[src/rtl/intersection_phase_scheduler.sv]
// intersection_phase_scheduler: round-robin junction phase sequencer with pedestrian walk and emergency preemption
module intersection_phase_scheduler #(
  parameter int unsigned GREEN_TICKS  = 30,
  parameter int unsigned YELLOW_TICKS = 5,
  parameter int unsigned ALLRED_TICKS = 2,
  parameter int unsigned PED_TICKS    = 20
) (
  input  logic       clk,
  input  logic       reset,
  input  logic       NorthSensor,
  input  logic       EastSensor,
  input  logic       PedButton,
  input  logic       EmergencyReq,
  input  logic       EmergencyDir,
  output logic       NorthRed,
  output logic       NorthYellow,
  output logic       NorthGreen,
  output logic       EastRed,
  output logic       EastYellow,
  output logic       EastGreen,
  output logic       Walk,
  output logic [1:0] phase,
  output logic [2:0] state,
  output logic [5:0] counter
);
  typedef enum logic [2:0] {
    S_GREEN  = 3'd0,
    S_YELLOW = 3'd1,
    S_ALLRED = 3'd2,
    S_SELECT = 3'd3,
    S_WALK   = 3'd4
  } state_t;
  localparam logic [5:0] G_LAST = 6'(GREEN_TICKS - 1);
  localparam logic [5:0] Y_LAST = 6'(YELLOW_TICKS - 1);
  localparam logic [5:0] A_LAST = 6'(ALLRED_TICKS - 1);
  localparam logic [5:0] P_LAST = 6'(PED_TICKS - 1);
  state_t     state_q, state_d;
  logic [1:0] phase_q, phase_d, rr0, rr1, pick;
  logic [5:0] counter_q, counter_d;
  logic [2:0] pend_q, pend_d, req, serve, clr;
  logic       last_veh_q, last_veh_d, other_pend, own_emerg;
  assign req        = {PedButton, EastSensor, NorthSensor};
  assign rr0        = (phase_q == 2'd2) ? 2'd0 : phase_q + 2'd1;
  assign rr1        = (rr0 == 2'd2) ? 2'd0 : rr0 + 2'd1;
  assign pick       = pend_q[rr0] ? rr0 : pend_q[rr1] ? rr1 : pend_q[phase_q] ? phase_q : {1'b0, last_veh_q};
  assign other_pend = |(pend_q & ~(3'b001 << phase_q));
  assign own_emerg  = EmergencyReq && (EmergencyDir == phase_q[0]);
  assign serve      = (state_q == S_GREEN || state_q == S_WALK) ? (3'b001 << phase_q) : 3'b000;
  assign clr        = (state_q == S_SELECT) ? (3'b001 << phase_d) : 3'b000;
  assign pend_d     = (req & ~serve) | (pend_q & ~clr);
  // next-state, next-phase and counter sequencing
  always_comb begin
    state_d    = state_q;
    phase_d    = phase_q;
    last_veh_d = last_veh_q;
    counter_d  = counter_q + 6'd1;
    case (state_q)
      S_GREEN: begin
        if (own_emerg) counter_d = counter_q;
        else if (EmergencyReq || (counter_q == G_LAST && other_pend)) state_d = S_YELLOW;
        else if (counter_q == G_LAST) counter_d = counter_q;
      end
      S_YELLOW: state_d = (counter_q == Y_LAST) ? S_ALLRED : S_YELLOW;
      S_ALLRED: state_d = (counter_q == A_LAST) ? S_SELECT : S_ALLRED;
      S_SELECT: begin
        phase_d    = EmergencyReq ? {1'b0, EmergencyDir} : pick;
        state_d    = (phase_d == 2'd2) ? S_WALK : S_GREEN;
        last_veh_d = (phase_d == 2'd2) ? last_veh_q : phase_d[0];
      end
      S_WALK: state_d = (EmergencyReq || counter_q == P_LAST) ? S_ALLRED : S_WALK;
      default: state_d = S_GREEN;
    endcase
    if (state_d != state_q) counter_d = 6'd0;
  end
  // state, phase, counter and pending-request registers
  always_ff @(posedge clk or posedge reset) begin
    if (reset) begin
      state_q    <= S_GREEN;
      phase_q    <= 2'd0;
      counter_q  <= 6'd0;
      pend_q     <= 3'b000;
      last_veh_q <= 1'b0;
    end else begin
      state_q    <= state_d;
      phase_q    <= phase_d;
      counter_q  <= counter_d;
      pend_q     <= pend_d;
      last_veh_q <= last_veh_d;
    end
  end
  // active-low lamp decode from state and phase
  always_comb begin
    NorthRed    = 1'b1;
    NorthYellow = 1'b1;
    NorthGreen  = 1'b1;
    EastRed     = 1'b1;
    EastYellow  = 1'b1;
    EastGreen   = 1'b1;
    Walk        = (state_q != S_WALK);
    if (state_q == S_GREEN) begin
      NorthGreen = phase_q[0];
      EastRed    = phase_q[0];
      EastGreen  = !phase_q[0];
      NorthRed   = !phase_q[0];
    end else if (state_q == S_YELLOW) begin
      NorthYellow = phase_q[0];
      EastRed     = phase_q[0];
      EastYellow  = !phase_q[0];
      NorthRed    = !phase_q[0];
    end else begin
      NorthRed = 1'b0;
      EastRed  = 1'b0;
    end
  end
  assign phase   = phase_q;
  assign state   = state_q;
  assign counter = counter_q;
endmodule
[config.mk]
export PLATFORM = sky130hd
export DESIGN_NAME = intersection_phase_scheduler
export DESIGN_NICKNAME = d
export VERILOG_FILES = /design/src/rtl/intersection_phase_scheduler.sv
export SDC_FILE = /design/constraint.sdc
export NUM_CORES = 1
export LEC_CHECK = 0
export ABC_CLOCK_PERIOD_IN_PS = 2000
export CORE_MARGIN = 4
export CORE_UTILIZATION = 35
export CTS_BUF_LIST = sky130_fd_sc_hd__clkbuf_8
export DETAILED_ROUTE_END_ITERATION = 10
export PLACE_DENSITY = 0.7
export SYNTH_ARGS = -nofsm -noshare
export SYNTH_HDL_FRONTEND = slang
export SYNTH_SLANG_ARGS = --single-unit
[constraint.sdc]
create_clock -name clk -period 2 [get_ports clk]
set_input_delay 0.2 -clock clk [delete_from_list [all_inputs] [get_ports clk]]
set_output_delay 0.2 -clock clk [all_outputs]
set_load 0.03 [all_outputs]
==> reports/qor.yml <==
run_status:
  status: "completed"
pwr:
  worst_ir_drop_vdd_v: 0.0007805
  pwr-share-clk: 0.104
  p_per_area_nw_per_um2: 1685
  p_leak_nw: 0.5870
  p_comb_frac: 0.650
  intPower_mw: 1.169
  p_sw_frac: 0.4999
  switching_power_mw: 1.169
  seq_power_share: 0.246
setup_path:
  cp_slowest_cell: "clkdlybuf4s50_1"
  arrival_ps: 1720
  reg2reg_slack_ps: 220
  end_kind: "output pin"
  crit_fanout: 4
  r2r_cells: 6
  cp-start-kind: "flip-flop"
  max_stage_delay_ps: 610
  worstSetupPathType: "reg -> out"
  r2r-end: "counter[2]"
  cp_cell_sequence: "nor3_4 -> nand2_1 -> clkdlybuf4s50_1"
  critPathTopFamily: "buffers and inverters"
  critPathBufInv: 1
  crit_required_ps: 1800
  timing.rr.start: "phase[0]"
route:
  drt_iter0_drc: 48
  drc: 0
  drt-vias-per-instance: 5.514
  vias: 965
  ant_nets: 0
  wirelength_um: 2736
  wl_per_cell_um: 15.63
  drt-pass1-iter-count: 4
layout:
  fin_nets: 155
  area_delta_synth_final_pct: 32.66
  drive_above_1_share: 0.1806
  fin_cells: 175
  num_antenna_cells: 0
floorplanning:
  die_area_sq_um: 3927
  start_util: 0.3729
  die_y_um: 62.67
  core_area_sq_um: 2805
  io_pins: 25
  rows: 19
  dieWidth_um: 62.67
sta:
  maxSlewViolCount: 0
  finClkSkew_ps: 0.7847
  fmax_ghz: 0.5220
  hold_ws_ps: 322.8
  rsz0062_at_grt: "no"
  hold_violations: 0
  setup_viol: 0
  min_period_ps: 1916
  tightestPinTransition_ps: 607.8
  period_share: 0.9578
  relSlewSlack: 0.5944
  tns_ps: 0
logic_synthesis:
  syn_nets: 127
  ys_ff_latch: 15
  async_flop_share: 1.000
  avgSynthCellArea_sq_um: 8.940
  muxShareOfSynthArea: 0.01914
  synthSimpleGateAreaFrac: 0.2679
  ys_types: 42
  synth_top_family_by_area: "simple AND/OR/NAND/NOR gates"
  synth_edf_count: 0
  yosysTopAreaCell: "dfrtp_1"
  synth_top_area_share: 0.3589
  netlist_instances: 117
  synth_most_common_cell: "dfrtp_1"
  synth_common_cells: "dfrtp_1 (15), nand2_1 (14), o21ai_0 (10)"
  synthXorXnorAreaFrac: 0.04067
  yosys_warnings: 0
  ys_seq_area_frac: 0.3589
  synth_ff_type: "dfrtp_1"
  synth.cell_area_sq_um: 1046
  synthAdderAreaFrac: 0.03589
  ys_top_cells_by_area: "dfrtp_1 (36%), nand2_1 (5.0%), o21ai_0 (4.8%)"
  synth_compound_area_frac: 0.2093
global_route:
  grt_overflow_total: 0
  grt_pass1_vias: 1027
  antenna_found_initial: 0
  grt_max_degree: 16
  grtUsageTotal: 0.1499
  grt_pass1_wl_um: 4836
clock_tree:
  clkSinkCount: 15
  numCtsBuffers: 3
  cts_hold_buffers: 0
  clkLatencyLatePin_ps: 240
  clockBufferDepth: 2
  htree_levels: 1
  path_clk_slew_ps: 60
  root_buffer: "clkbuf_8"
  tritoncts: "yes"
placed_design:
  hpwl_um: 2030
  io_buffers: 24
  dp_cells: 171
  place_congestion: 0.7755
job:
  maxCapViolations: 0
hold_path:
  hp-class: "in -> async"
## area by class of cell
| cell class | instances | area, sq um |
|---|---|---|
| Timing Repair Buffer | 29 | 275.3 |
| Clock inverter | 1 | 3.754 |
| Fill cell | 288 | 1418 |
| Sequential cell | 15 | 375.4 |
| Clock buffer | 3 | 41.29 |
| Inverter | 8 | 30.03 |
| Tap cell | 31 | 38.79 |
| Multi-Input combinational cell | 88 | 623.1 |
## metal layers
metal | GRT usage | wire, um | up-vias
met5 | 0 | 0 | -
met4 | 0.05785 | 34 | 0
met3 | 0.03417 | 136 | 6
met2 | 0.2557 | 1344 | 28
met1 | 0.1824 | 1220 | 458
li1 | - | - | 473
## power groups by stage
stage / clock network (mW) / registers (mW) / logic, mW
after detailed placement: 0 / 0.568 / 1.53
after floorplan: 0 / 0.643 / 0.913
after global routing: 0.260 / 0.596 / 1.65
after CTS: 0.246 / 0.575 / 1.52
final: 0.242 / 0.576 / 1.52
after global placement: 0 / 0.550 / 1.50
## through the flow
step                      total power [mW]  cell area (sq um)  setup slack (ps)    util
final                                2.338               1388             84.43  0.4946
after global routing                 2.501               1388             13.41  0.4946
after CTS                            2.342               1375             72.64  0.4902
after detailed placement             2.097               1321             105.8  0.4710
after global placement               2.052               1321             108.3  0.4710
after floorplan                      1.556               1046             207.8       -
## worst max-delay path by stage
stage / start / end / slack (ps) / depth (start not counted)
final: state[2] / EastGreen / 80 / 3
after global routing: state[2] / EastGreen / 10 / 3
after CTS: state[2] / EastGreen / 70 / 3
after detailed placement: state[2] / EastRed / 110 / 4
after global placement: state[2] / EastRed / 110 / 4
after floorplan: state[0] / EastRed / 210 / 4
## cell usage in the layout, fill, tap and decap left out, types with 2 or more instances in the layout
cell type / netlist / final
a21oi_1: 3 / 3
a21oi_2: 2 / 2
a22o_1: 2 / 2
buf_4: 0 / 5
clkbuf_8: 0 / 3
clkdlybuf4s50_1: 0 / 22
dfrtp_1: 15 / 15
dlygate4sd2_1: 0 / 2
ha_1: 3 / 3
inv_1: 8 / 9
mux2i_1: 2 / 2
nand2_1: 14 / 14
nand2b_1: 2 / 2
nand3_1: 6 / 6
nor2_1: 8 / 8
nor2_2: 4 / 4
nor3b_2: 0 / 2
nor4b_1: 2 / 2
nor4b_2: 2 / 2
o21ai_0: 10 / 10
o22ai_1: 2 / 2
or3_1: 2 / 2
xor2_1: 2 / 2
## kinds of logic (layout without fill, tap and decap cells)
logic type               after synthesis  count (layout)
multiplexers                           2               2
AO/OA/AOI/OAI                         30              30
adder cells (fa/ha/maj)                3               3
buffers and inverters                 14              41
flip-flops                            15              15
XOR/XNOR                               4               4
AND/OR/NAND/NOR                       49              49
## registers in the layout, summed over array words and instances (netlist names)
register / flops
phase: 2
pend_q: 3
counter: 6
state: 3
last_veh_q: 1
## repair_timing
item / CTS / global route
setup buffers: 0 / 0
gates cloned: 0 / 0
endpoints found under the setup margin: 4 / 5
gates resized for setup: 4 / 2
Note: power is estimated with default switching activity, not from simulation.
